File: config.mk
export PLATFORM = sky130hd
export DESIGN_NAME = axi_mm_write_master_flat
export DESIGN_NICKNAME = d
export VERILOG_FILES = /design/src/rtl/axi_mm_pkg.sv /design/src/rtl/axi_mm_if.sv /design/src/rtl/axi_burst_calc.sv /design/src/rtl/axi_mm_write_master.sv /design/src/flat_wrapper.sv
export SDC_FILE = /design/constraint.sdc
export NUM_CORES = 1
export LEC_CHECK = 0
export BUFFER_PORTS_ARGS = -buffer_cell sky130_fd_sc_hd__buf_2
export CAP_MARGIN = 5
export CORE_AREA = 2 2 695 697
export CTS_BUF_LIST = sky130_fd_sc_hd__clkbuf_4 sky130_fd_sc_hd__clkbuf_8
export CTS_CLUSTER_DIAMETER = 80
export DETAILED_ROUTE_END_ITERATION = 6
export DIE_AREA = 0 0 697 699
export GPL_ROUTABILITY_DRIVEN = 0
export PLACE_DENSITY = 0.3
export RECOVER_POWER = 25
export SYNTH_ARGS = -nofsm -noshare
export SYNTH_HDL_FRONTEND = slang
export SYNTH_HIERARCHICAL = 1
export SYNTH_SLANG_ARGS = --single-unit
File: constraint.sdc
create_clock -name clk -period 4.4 [get_ports clk]
set_clock_uncertainty 0.2 [all_clocks]
set_input_delay 0.22 -clock clk [delete_from_list [all_inputs] [get_ports clk]]
set_output_delay 0.22 -clock clk [all_outputs]
set_load 0.03 [all_outputs]
File: src/rtl/axi_mm_pkg.sv
// Shared AXI4 memory-mapped constants, write-master FSM states and sizing helper.
package axi_mm_pkg;

  localparam logic [1:0] AXI_BURST_INCR = 2'b01;

  localparam logic [1:0] AXI_RESP_OKAY   = 2'b00;
  localparam logic [1:0] AXI_RESP_EXOKAY = 2'b01;
  localparam logic [1:0] AXI_RESP_SLVERR = 2'b10;
  localparam logic [1:0] AXI_RESP_DECERR = 2'b11;

  localparam int AXI_4K_BYTES = 4096;

  // Normal non-cacheable bufferable memory.
  localparam logic [3:0] AXI_CACHE_NC_BUF = 4'b0011;

  typedef enum logic [2:0] {
    ST_IDLE,
    ST_ADDR,
    ST_DATA,
    ST_DRAIN,
    ST_STATUS
  } axi_wr_state_t;

  // AXI size encoding: log2 of the bytes carried by one beat.
  function automatic logic [2:0] axi_size(input int data_width);
    return 3'($clog2(data_width / 8));
  endfunction

endpackage

File: src/rtl/axi_mm_if.sv
// AXI4 memory-mapped bundle with master and slave views.
interface axi_mm #(
  parameter int ADDR_WIDTH = 33,
  parameter int DATA_WIDTH = 512
);

  logic                    awvalid;
  logic                    awready;
  logic [ADDR_WIDTH-1:0]   awaddr;
  logic [7:0]              awlen;
  logic [2:0]              awsize;
  logic [1:0]              awburst;
  logic [3:0]              awcache;
  logic                    awlock;
  logic [2:0]              awprot;
  logic [3:0]              awqos;
  logic [3:0]              awregion;

  logic                    wvalid;
  logic                    wready;
  logic [DATA_WIDTH-1:0]   wdata;
  logic [DATA_WIDTH/8-1:0] wstrb;
  logic                    wlast;

  logic                    bvalid;
  logic                    bready;
  logic [1:0]              bresp;

  logic                    arvalid;
  logic                    arready;
  logic [ADDR_WIDTH-1:0]   araddr;
  logic [7:0]              arlen;
  logic [2:0]              arsize;
  logic [1:0]              arburst;

  logic                    rvalid;
  logic                    rready;
  logic [DATA_WIDTH-1:0]   rdata;
  logic [1:0]              rresp;
  logic                    rlast;

  modport master (
    output awvalid, awaddr, awlen, awsize, awburst, awcache, awlock, awprot, awqos, awregion,
    input  awready,
    output wvalid, wdata, wstrb, wlast,
    input  wready,
    input  bvalid, bresp,
    output bready,
    output arvalid, araddr, arlen, arsize, arburst,
    input  arready,
    input  rvalid, rdata, rresp, rlast,
    output rready
  );

  modport slave (
    input  awvalid, awaddr, awlen, awsize, awburst, awcache, awlock, awprot, awqos, awregion,
    output awready,
    input  wvalid, wdata, wstrb, wlast,
    output wready,
    output bvalid, bresp,
    input  bready,
    input  arvalid, araddr, arlen, arsize, arburst,
    output arready,
    output rvalid, rdata, rresp, rlast,
    input  rready
  );

endinterface

File: src/rtl/axi_burst_calc.sv
// Sizes the next INCR burst: the smallest of beats left, the burst cap and the
// beats remaining before the next 4 KiB boundary.
module axi_burst_calc
  import axi_mm_pkg::*;
#(
  parameter int DATA_WIDTH      = 512,
  parameter int MAX_BURST_BEATS = 64,
  parameter int BEATS_W         = 26
) (
  input  logic [11:0]        i_addr_lo,
  input  logic [BEATS_W-1:0] i_beats_left,
  output logic [8:0]         o_burst,
  output logic [7:0]         o_awlen
);

  localparam int         SZ        = int'(axi_size(DATA_WIDTH));
  localparam logic [8:0] MAX_BEATS = 9'(MAX_BURST_BEATS);

  logic [12:0] w_bytes_to_4k;
  logic [8:0]  w_beats_to_4k;
  logic [8:0]  w_cap;

  always_comb begin
    w_bytes_to_4k = 13'(AXI_4K_BYTES) - {1'b0, i_addr_lo};
    w_beats_to_4k = 9'(w_bytes_to_4k >> SZ);
    w_cap         = (w_beats_to_4k < MAX_BEATS) ? w_beats_to_4k : MAX_BEATS;
    o_burst       = (i_beats_left < BEATS_W'(w_cap)) ? 9'(i_beats_left) : w_cap;
    o_awlen       = 8'(o_burst - 9'd1);
  end

endmodule

File: src/rtl/axi_mm_write_master.sv
// Write-only AXI4 burst master: turns (addr, len) plus a stream payload into
// 4 KiB-safe INCR bursts and reports the worst write response per command.
module axi_mm_write_master
  import axi_mm_pkg::*;
#(
  parameter int DATA_WIDTH      = 512,
  parameter int ADDR_WIDTH      = 33,
  parameter int MAX_BURST_BEATS = 64,
  parameter int MAX_OUTSTANDING = 8
) (
  input  logic                  clk,
  input  logic                  rst,

  input  logic                  cmd_valid,
  output logic                  cmd_ready,
  input  logic [ADDR_WIDTH-1:0] cmd_addr,
  input  logic [31:0]           cmd_len,

  input  logic                  s_axis_tvalid,
  output logic                  s_axis_tready,
  input  logic [DATA_WIDTH-1:0] s_axis_tdata,

  axi_mm.master                 m_axi,

  output logic                  sts_valid,
  input  logic                  sts_ready,
  output logic [1:0]            sts_resp
);

  localparam logic [2:0] AW_SIZE = axi_size(DATA_WIDTH);
  localparam int         SZ      = int'(AW_SIZE);
  localparam int         BEATS_W = 32 - SZ;
  localparam int         OUT_W   = $clog2(MAX_OUTSTANDING + 1);

  axi_wr_state_t        r_state;
  axi_wr_state_t        w_state_next;
  logic [ADDR_WIDTH-1:0] r_addr;
  logic [BEATS_W-1:0]   r_beats_left;
  logic [8:0]           r_beat_cnt;
  logic [8:0]           r_burst;
  logic [OUT_W-1:0]     r_outstanding;
  logic [OUT_W-1:0]     w_outstanding_next;
  logic [1:0]           r_resp_acc;

  logic [8:0]           w_burst;
  logic [7:0]           w_awlen;
  logic                 w_cmd_hs;
  logic                 w_aw_hs;
  logic                 w_w_hs;
  logic                 w_last_hs;
  logic                 w_b_hs;

  axi_burst_calc #(
    .DATA_WIDTH      (DATA_WIDTH),
    .MAX_BURST_BEATS (MAX_BURST_BEATS),
    .BEATS_W         (BEATS_W)
  ) u_burst_calc (
    .i_addr_lo    (r_addr[11:0]),
    .i_beats_left (r_beats_left),
    .o_burst      (w_burst),
    .o_awlen      (w_awlen)
  );

  assign cmd_ready = (r_state == ST_IDLE) && !rst;

  assign m_axi.awvalid  = (r_state == ST_ADDR) && (r_outstanding < OUT_W'(MAX_OUTSTANDING));
  assign m_axi.awaddr   = r_addr;
  assign m_axi.awlen    = w_awlen;
  assign m_axi.awsize   = AW_SIZE;
  assign m_axi.awburst  = AXI_BURST_INCR;
  assign m_axi.awcache  = AXI_CACHE_NC_BUF;
  assign m_axi.awlock   = 1'b0;
  assign m_axi.awprot   = 3'd0;
  assign m_axi.awqos    = 4'd0;
  assign m_axi.awregion = 4'd0;

  // The W channel is a straight pass-through of the stream while in DATA.
  assign m_axi.wvalid   = (r_state == ST_DATA) && s_axis_tvalid;
  assign s_axis_tready  = (r_state == ST_DATA) && m_axi.wready;
  assign m_axi.wdata    = s_axis_tdata;
  assign m_axi.wstrb    = '1;
  assign m_axi.wlast    = (r_state == ST_DATA) && (r_beat_cnt == 9'd1);

  assign m_axi.bready   = 1'b1;

  assign m_axi.arvalid  = 1'b0;
  assign m_axi.araddr   = '0;
  assign m_axi.arlen    = 8'd0;
  assign m_axi.arsize   = AW_SIZE;
  assign m_axi.arburst  = AXI_BURST_INCR;
  assign m_axi.rready   = 1'b1;

  assign sts_valid = (r_state == ST_STATUS);
  assign sts_resp  = r_resp_acc;

  assign w_cmd_hs  = cmd_valid && cmd_ready;
  assign w_aw_hs   = m_axi.awvalid && m_axi.awready;
  assign w_w_hs    = m_axi.wvalid && m_axi.wready;
  assign w_last_hs = w_w_hs && m_axi.wlast;
  assign w_b_hs    = m_axi.bvalid;

  // NOTE: every signal written in always_comb gets a default first, so no path leaves it unassigned and no latch is inferred.
  always_comb begin
    w_outstanding_next = r_outstanding;
    if (w_aw_hs && !w_b_hs) begin
      w_outstanding_next = r_outstanding + OUT_W'(1);
    end else if (!w_aw_hs && w_b_hs) begin
      w_outstanding_next = r_outstanding - OUT_W'(1);
    end
  end

  always_comb begin
    w_state_next = r_state;
    unique case (r_state)
      ST_IDLE:   if (w_cmd_hs) w_state_next = ST_ADDR;
      ST_ADDR:   if (w_aw_hs)  w_state_next = ST_DATA;
      ST_DATA: begin
        if (w_last_hs) begin
          w_state_next = (r_beats_left == BEATS_W'(r_burst)) ? ST_DRAIN : ST_ADDR;
        end
      end
      // Leave as soon as the final response lands, even in this very cycle.
      ST_DRAIN:  if (w_outstanding_next == '0) w_state_next = ST_STATUS;
      ST_STATUS: if (sts_ready) w_state_next = ST_IDLE;
      default:   w_state_next = ST_IDLE;
    endcase
  end

  // NOTE: sequential state uses non-blocking assignments so every register samples pre-edge values, independent of statement order.
  always_ff @(posedge clk) begin
    if (rst) begin
      r_state       <= ST_IDLE;
      r_addr        <= '0;
      r_beats_left  <= '0;
      r_beat_cnt    <= '0;
      r_burst       <= '0;
      r_outstanding <= '0;
      r_resp_acc    <= AXI_RESP_OKAY;
    end else begin
      r_state       <= w_state_next;
      r_outstanding <= w_outstanding_next;

      if (w_cmd_hs) begin
        r_addr       <= cmd_addr;
        r_beats_left <= BEATS_W'(cmd_len >> SZ);
        r_resp_acc   <= AXI_RESP_OKAY;
      end else if (w_b_hs && (m_axi.bresp > r_resp_acc)) begin
        r_resp_acc   <= m_axi.bresp;
      end

      if (w_aw_hs) begin
        r_beat_cnt <= w_burst;
        r_burst    <= w_burst;
      end else if (w_w_hs) begin
        r_beat_cnt <= r_beat_cnt - 9'd1;
      end

      if (w_last_hs) begin
        r_addr       <= r_addr + (ADDR_WIDTH'(r_burst) << SZ);
        r_beats_left <= r_beats_left - BEATS_W'(r_burst);
      end
    end
  end

endmodule

File: src/flat_wrapper.sv
// flat-port wrapper written by rule: the top's interface ports become plain ports
module axi_mm_write_master_flat import axi_mm_pkg::*;
#(
  parameter int DATA_WIDTH      = 512,
  parameter int ADDR_WIDTH      = 33,
  parameter int MAX_BURST_BEATS = 64,
  parameter int MAX_OUTSTANDING = 8
)
  (clk, rst, cmd_valid, cmd_ready, cmd_addr, cmd_len, s_axis_tvalid, s_axis_tready, s_axis_tdata, sts_valid, sts_ready, sts_resp, m_axi_awvalid, m_axi_awaddr, m_axi_awlen, m_axi_awsize, m_axi_awburst, m_axi_awcache, m_axi_awlock, m_axi_awprot, m_axi_awqos, m_axi_awregion, m_axi_awready, m_axi_wvalid, m_axi_wdata, m_axi_wstrb, m_axi_wlast, m_axi_wready, m_axi_bvalid, m_axi_bresp, m_axi_bready, m_axi_arvalid, m_axi_araddr, m_axi_arlen, m_axi_arsize, m_axi_arburst, m_axi_arready, m_axi_rvalid, m_axi_rdata, m_axi_rresp, m_axi_rlast, m_axi_rready);
  axi_mm #(.ADDR_WIDTH(ADDR_WIDTH), .DATA_WIDTH(DATA_WIDTH)) m_axi_i ();
  input  logic clk;
  input  logic rst;
  input  logic cmd_valid;
  output logic cmd_ready;
  input  logic [ADDR_WIDTH-1:0] cmd_addr;
  input  logic [31:0] cmd_len;
  input  logic s_axis_tvalid;
  output logic s_axis_tready;
  input  logic [DATA_WIDTH-1:0] s_axis_tdata;
  output logic sts_valid;
  input  logic sts_ready;
  output logic [1:0] sts_resp;
  output wire logic [$bits(m_axi_i.awvalid)-1:0] m_axi_awvalid;
  output wire logic [$bits(m_axi_i.awaddr)-1:0] m_axi_awaddr;
  output wire logic [$bits(m_axi_i.awlen)-1:0] m_axi_awlen;
  output wire logic [$bits(m_axi_i.awsize)-1:0] m_axi_awsize;
  output wire logic [$bits(m_axi_i.awburst)-1:0] m_axi_awburst;
  output wire logic [$bits(m_axi_i.awcache)-1:0] m_axi_awcache;
  output wire logic [$bits(m_axi_i.awlock)-1:0] m_axi_awlock;
  output wire logic [$bits(m_axi_i.awprot)-1:0] m_axi_awprot;
  output wire logic [$bits(m_axi_i.awqos)-1:0] m_axi_awqos;
  output wire logic [$bits(m_axi_i.awregion)-1:0] m_axi_awregion;
  input wire logic [$bits(m_axi_i.awready)-1:0] m_axi_awready;
  output wire logic [$bits(m_axi_i.wvalid)-1:0] m_axi_wvalid;
  output wire logic [$bits(m_axi_i.wdata)-1:0] m_axi_wdata;
  output wire logic [$bits(m_axi_i.wstrb)-1:0] m_axi_wstrb;
  output wire logic [$bits(m_axi_i.wlast)-1:0] m_axi_wlast;
  input wire logic [$bits(m_axi_i.wready)-1:0] m_axi_wready;
  input wire logic [$bits(m_axi_i.bvalid)-1:0] m_axi_bvalid;
  input wire logic [$bits(m_axi_i.bresp)-1:0] m_axi_bresp;
  output wire logic [$bits(m_axi_i.bready)-1:0] m_axi_bready;
  output wire logic [$bits(m_axi_i.arvalid)-1:0] m_axi_arvalid;
  output wire logic [$bits(m_axi_i.araddr)-1:0] m_axi_araddr;
  output wire logic [$bits(m_axi_i.arlen)-1:0] m_axi_arlen;
  output wire logic [$bits(m_axi_i.arsize)-1:0] m_axi_arsize;
  output wire logic [$bits(m_axi_i.arburst)-1:0] m_axi_arburst;
  input wire logic [$bits(m_axi_i.arready)-1:0] m_axi_arready;
  input wire logic [$bits(m_axi_i.rvalid)-1:0] m_axi_rvalid;
  input wire logic [$bits(m_axi_i.rdata)-1:0] m_axi_rdata;
  input wire logic [$bits(m_axi_i.rresp)-1:0] m_axi_rresp;
  input wire logic [$bits(m_axi_i.rlast)-1:0] m_axi_rlast;
  output wire logic [$bits(m_axi_i.rready)-1:0] m_axi_rready;
  assign m_axi_awvalid = m_axi_i.awvalid;
  assign m_axi_awaddr = m_axi_i.awaddr;
  assign m_axi_awlen = m_axi_i.awlen;
  assign m_axi_awsize = m_axi_i.awsize;
  assign m_axi_awburst = m_axi_i.awburst;
  assign m_axi_awcache = m_axi_i.awcache;
  assign m_axi_awlock = m_axi_i.awlock;
  assign m_axi_awprot = m_axi_i.awprot;
  assign m_axi_awqos = m_axi_i.awqos;
  assign m_axi_awregion = m_axi_i.awregion;
  assign m_axi_i.awready = m_axi_awready;
  assign m_axi_wvalid = m_axi_i.wvalid;
  assign m_axi_wdata = m_axi_i.wdata;
  assign m_axi_wstrb = m_axi_i.wstrb;
  assign m_axi_wlast = m_axi_i.wlast;
  assign m_axi_i.wready = m_axi_wready;
  assign m_axi_i.bvalid = m_axi_bvalid;
  assign m_axi_i.bresp = m_axi_bresp;
  assign m_axi_bready = m_axi_i.bready;
  assign m_axi_arvalid = m_axi_i.arvalid;
  assign m_axi_araddr = m_axi_i.araddr;
  assign m_axi_arlen = m_axi_i.arlen;
  assign m_axi_arsize = m_axi_i.arsize;
  assign m_axi_arburst = m_axi_i.arburst;
  assign m_axi_i.arready = m_axi_arready;
  assign m_axi_i.rvalid = m_axi_rvalid;
  assign m_axi_i.rdata = m_axi_rdata;
  assign m_axi_i.rresp = m_axi_rresp;
  assign m_axi_i.rlast = m_axi_rlast;
  assign m_axi_rready = m_axi_i.rready;
  axi_mm_write_master #(.DATA_WIDTH(DATA_WIDTH), .ADDR_WIDTH(ADDR_WIDTH), .MAX_BURST_BEATS(MAX_BURST_BEATS), .MAX_OUTSTANDING(MAX_OUTSTANDING)) u_core (.clk(clk), .rst(rst), .cmd_valid(cmd_valid), .cmd_ready(cmd_ready), .cmd_addr(cmd_addr), .cmd_len(cmd_len), .s_axis_tvalid(s_axis_tvalid), .s_axis_tready(s_axis_tready), .s_axis_tdata(s_axis_tdata), .m_axi(m_axi_i), .sts_valid(sts_valid), .sts_ready(sts_ready), .sts_resp(sts_resp));
endmodule
# After elaboration in Yosys (flattened, before gate mapping)
# Index checks and enable logic that the tools add are counted.
[op_classes] n_addsub=7 n_lt_le_gt_ge=4 eq_ne=11 mux=17 n_reduce_logical=21
[ops] op="$mux 33" count=2
[ops] op="$mux 26" count=2
[ops] op="$add 33x15->33" count=1
[ops] op="$mux 9" count=3
[ops] op="$eq 26x9->1" count=1
[ops] op="$lt 26x7->1" count=1
[ops] op="$sub 26x9->26" count=1
[ops] op="$mux 3" count=5
[ops] op="$pmux 3 s5" count=1
[ops] op="$sub 13x12->13 const A" count=1
[ops] op="$logic_and 1x1->1" count=12
[ops] op="$ne 2x1->1 const B" count=5
[ops] op="$eq 9x1->1 const B" count=1
[ops] op="$sub 9x1->9 const B" count=1
[ops] op="$mux 4" count=2
[ops] op="$sub 8x1->8 const B" count=1
[ops] op="$lt 7x7->1 const B" count=1
[ops] op="$mux 7" count=1
[ops] op="$eq 3x2->1 const B" count=2
[ops] op="$reduce_and 5->1" count=1
[ops] op="$add 4x1->4 const B" count=1
[ops] op="$logic_not 4->1" count=1
[ops] op="$lt 4x4->1 const B" count=1
[ops] op="$reduce_bool 2->1" count=2
[ops] op="8 further kinds" count=10
[word_totals] regBits=86 in_bits=1104 elab_cells=67

# Depth between registers and ports, before layout
[depth] word_depth=10 depth_mapped=17 ltp_nobuf=17

# Hierarchy
# The synthesis kept the hierarchy.
[modules_own_cells] module="axi_mm_write_master" instances=1 cells_per_inst=1326 area_per_inst_um2=10164.7
[modules_own_cells] module="axi_burst_calc" instances=1 cells_per_inst=109 area_per_inst_um2=758.2

# Least setup slack after synthesis
# No wires, ideal clock.
[synth_path] kind="reg-to-output" startpoint="register u_core.r_addr[5] (netlist: u_core/m_axi.awaddr[5])" endpoint="output port m_axi_awlen[4]" t_arrival_ns=4.410 required_ns=3.980 setup_slack_ns=-0.430 stages_incl_launch_ff=18 n_path_buf=0 cell_sequence="dfxtp_1 -> nor4_1 -> nand3b_1 -> nor3_1 -> xor2_1 -> ha_1 -> and4_1 -> o21ai_0 -> a21oi_2 -> o21ai_2 -> nand2_2 -> mux2i_1 -> ha_1 -> nand2_1 -> a21oi_1 -> a21oi_1 -> xnor2_1 -> mux2i_1"
[synth_between] elab_chain_len=6
[synth_lines] element="from (decl)" line="axi_mm_write_master.sv:37" source="logic [ADDR_WIDTH-1:0] r_addr;"
[synth_lines] element="from (signal assigned)" line="axi_mm_write_master.sv:144" source="r_addr <= cmd_addr;"
[synth_lines] element="from (signal assigned)" line="axi_mm_write_master.sv:159" source="r_addr <= r_addr + (ADDR_WIDTH'(r_burst) << SZ);"
[synth_lines] element="$sub 13x12->13 (*)" line="axi_burst_calc.sv:24" source="w_bytes_to_4k = 13'(AXI_4K_BYTES) - {1'b0, i_addr_lo};"
[synth_lines] element="$lt 7x7->1" line="axi_burst_calc.sv:26" source="w_cap = (w_beats_to_4k < MAX_BEATS) ? w_beats_to_4k : MAX_BEATS;"
[synth_lines] element="$mux 7 (*)" line="axi_burst_calc.sv:26"
[synth_lines] element="$lt 26x7->1" line="axi_burst_calc.sv:27" source="o_burst = (i_beats_left < BEATS_W'(w_cap)) ? 9'(i_beats_left) : w_cap;"
[synth_lines] element="$mux 9 (*)" line="axi_burst_calc.sv:27"
[synth_lines] element="$sub 8x1->8 (*)" line="axi_burst_calc.sv:28" source="o_awlen = 8'(o_burst - 9'd1);"
[synth_lines] element="to (decl)" line="flat_wrapper.sv:25" source="output wire logic [$bits(m_axi_i.awlen)-1:0] m_axi_awlen;"
# Mark *: on every way between the ends. The rest lies on a longest branch, timed or not.

# Worst setup path in the final report
[layout_path] startpoint="register u_core.r_addr[1] (netlist: u_core/m_axi.awaddr[1])" endpoint="output port m_axi_awlen[4]"
# The elaborated chain is that of the path after synthesis.

==> metrics <==
setup violators final=2; hold crit path type=in2reg; CTS Buf Count=9; clock-pin transition on the worst setup and hold timing paths=roughly 140 ps; drt total wl=around 200000 µm; clock latency on the worst-skew pair=540 ps; largest net degree at the start of global routing=58; VDD IR max=around 130 µV; CTS tree=yes; syn_area_per_cell=between 7 and 8 µm²; initial antenna violation count=a little over 50; io pins=roughly 1800; DIE HEIGHT=699 µm; sequential cell area=~1700 µm²; Setup crit start kind=register; EDFF count, synth=0; root buf cell=clkbuf_8; commonest non-fill, non-tap cell in the layout=conb_1; top cells by area, synth=buf_4 (45%), dfxtp_1 (16%), nand2_1 (3.9%); total core area=a little under 500000 µm²; via count=8425; RSZ-0062 raised after global routing=true; Yosys cell types=between 70 and 80; Nets=~2300; Routed Antenna Nets=0; placed cell count=around 7500; post-DP HPWL=189900 µm; Clock Sinks=86; most frequent cells in the layout=conb_1 (136), nand2_1 (113), buf_2 (108), dfxtp_1 (83), buf_4 (69); critical path peak fanout=4; Post-synth ARST share=0%; initial DRC count=500; Die Wd=approximately 700 µm; Seq cells post-synth=86; fillers=between 50000 and 60000; Slew Viols, Final=0; Power, Total=about 3.3 mW; failing checks=negative setup slack; Pre-antenna DRT Iters=5; post-synth top area share=44.81%; max_slew headroom=between 40% and 50%; Pwr per Cell Area=just under 200 nW/µm²; Syn Std Cell Area=around 11000 µm²; final worst-path cycle share=105.4%; number of global-route vias before repair=roughly 8000; leading area contributor after synthesis=buf_4; die area=about 490000 µm²; DRC=0; worst setup margin=-238.2 ps; Yosys Warn Count=6; data required time of the worst path=slightly below 4000 ps; finished layout cell area=16850 µm²; GRT Overall Usage=just over 8%; max-cap violations=0; CTS max path bufs=2; area of the multi-input gates=around 4800 µm²; Syn Inst Count=about 1400; DP Area=15610 µm²; first-pass GRT wire length=222800 µm; Fin Setup TNS=-475.9 ps; Worst-Margin Slew=around 860 ps; Cell Rows=approximately 260; layout cells sized above 1=approximately a quarter; H-tree levels=3; Initial Util=2.275%; IO Port Bufs=117; Seq/Total Area, Yosys=around 16%; Crit. End Element=output port; Tmin final=about 4600 ps; total overflow reported by the global router=0; drt wl/cell=~27 µm; status=finished, violations left; ys flop type=dfxtp_1; Final Hold Vio Count=0; Layout area overhead=54.28%; Arrival @ worst endpoint=around 4200 ps; WHS=121.1 ps; leakage=between 3 and 4 nW; fmax=around 0.22 GHz; via/cell ratio=approximately 1.1; Crit Path Category=reg2out; Final Non-Filler Cells=7603
-- state kept, by name, indices dropped and copies added (netlist names) --
| register | count |
|---|---|
| u_core/m_axi.awaddr | 33 |
| u_core/r_beats_left | 26 |
| u_core/r_beat_cnt | 9 |
| u_core/r_burst | 9 |
| u_core/r_outstanding | 4 |
| u_core/r_state | 3 |
| u_core/sts_resp | 2 |
-- through the flow --
stage	setup WS, ps	utilization, %
detailed placement	-158.2	3.251
floorplan	47.44	-
finish	-238.2	3.510
global route	-566.9	3.504
global placement	-195.9	3.251
CTS	-422.1	3.483
-- critical path, cell delays in order (launching register included) --
cell and delay, ps:
dfxtp_2 350, buf_6 110, nor4_4 270, buf_6 200, buf_4 170, a21boi_0 170, nor2_2 140, inv_1 80
ha_1 260, and4_1 210, o21ai_2 70, a21oi_2 190, o21ai_2 120, nand2_4 110, mux2i_4 270, ha_4 170
nand2_2 60, a21oi_4 140, a21oi_2 80, xnor2_1 140, mux2i_2 230, buf_12 170
-- cell usage after synthesis, types with 12 or more instances --
cell        n
nand4_1    15
buf_2      13
buf_4     652
a21oi_1    66
xnor2_1    18
nand3_1    32
ha_1       31
nor2_1     45
and2_1     12
dfxtp_1    86
o21ai_0    35
nor3_1     21
nand2_1   114
clkbuf_1   20
inv_1      33
a31oi_1    30
-- logic make-up (layout without fill, tap and decap cells) --
logic type | count (synthesis) | count (layout) | synth area share [%]
xor+xnor | 25 | 25 | 2.005
fa+ha+maj | 33 | 33 | 3.918
simple gates | 321 | 321 | 15.34
mux | 13 | 13 | 1.283
other cells | 3 | 160 | 0.1031
buf+inv | 721 | 307 | 47.33
flops | 86 | 86 | 15.76
compound gates | 233 | 233 | 14.26
-- per-layer routing --
| layer | global-route usage [%] | wire (µm) | up-vias |
|---|---|---|---|
| li1 | - | - | 3527 |
| met1 | 3.238 | 28290 | 3484 |
| met2 | 11.80 | 83470 | 1030 |
| met3 | 14.19 | 76470 | 350 |
| met4 | 4.610 | 13820 | 34 |
| met5 | 0.08824 | 267 | - |
-- path summary, 6_finish.rpt --
| path | startpoint | endpoint | slack [ps] | cells past startpoint |
|---|---|---|---|---|
| max | u_core/m_axi.awaddr[1] | m_axi_awlen[4] | -240 | 21 |
| min | cmd_valid | u_core/sts_resp[1] | 120 | 3 |
| max reg2reg | u_core/m_axi.awaddr[1] | u_core/r_beat_cnt[5] | 370 | 19 |
| min reg2reg | u_core/r_burst[5] | u_core/r_burst[5] | 330 | 2 |
-- repair_timing --
| action | CTS | global route |
|---|---|---|
| endpoints found under the setup margin | 6 | 8 |
| gates resized for setup | 41 | 10 |
| pin swaps | 17 | 9 |
| hold buffers | 66 | 0 |
| setup buffers | 12 | 3 |
| hold endpoints to repair | 66 | 0 |
-- power by group --
group / internal, mW / total (mW) / switching, mW / leakage [nW]
sequential: 0.828 / 0.895 / 0.0671 / 0.702
combinational: 0.631 / 1.64 / 1.01 / 3.13
clock: 0.225 / 0.742 / 0.518 / 0.0976
total: 1.68 / 3.28 / 1.60 / 3.93
-- area by class of cell --
cell class,count,share of cell area [%]
tap,6425,47.70
multi-input combinational,761,28.26
antenna,24,0.3564
clock buffer,9,0.7350
inverter,34,0.7721
clock inverter,7,0.4306
sequential,86,10.24
timing repair buffer,257,11.50
No activity file was read; power rests on OpenSTA's default activity.
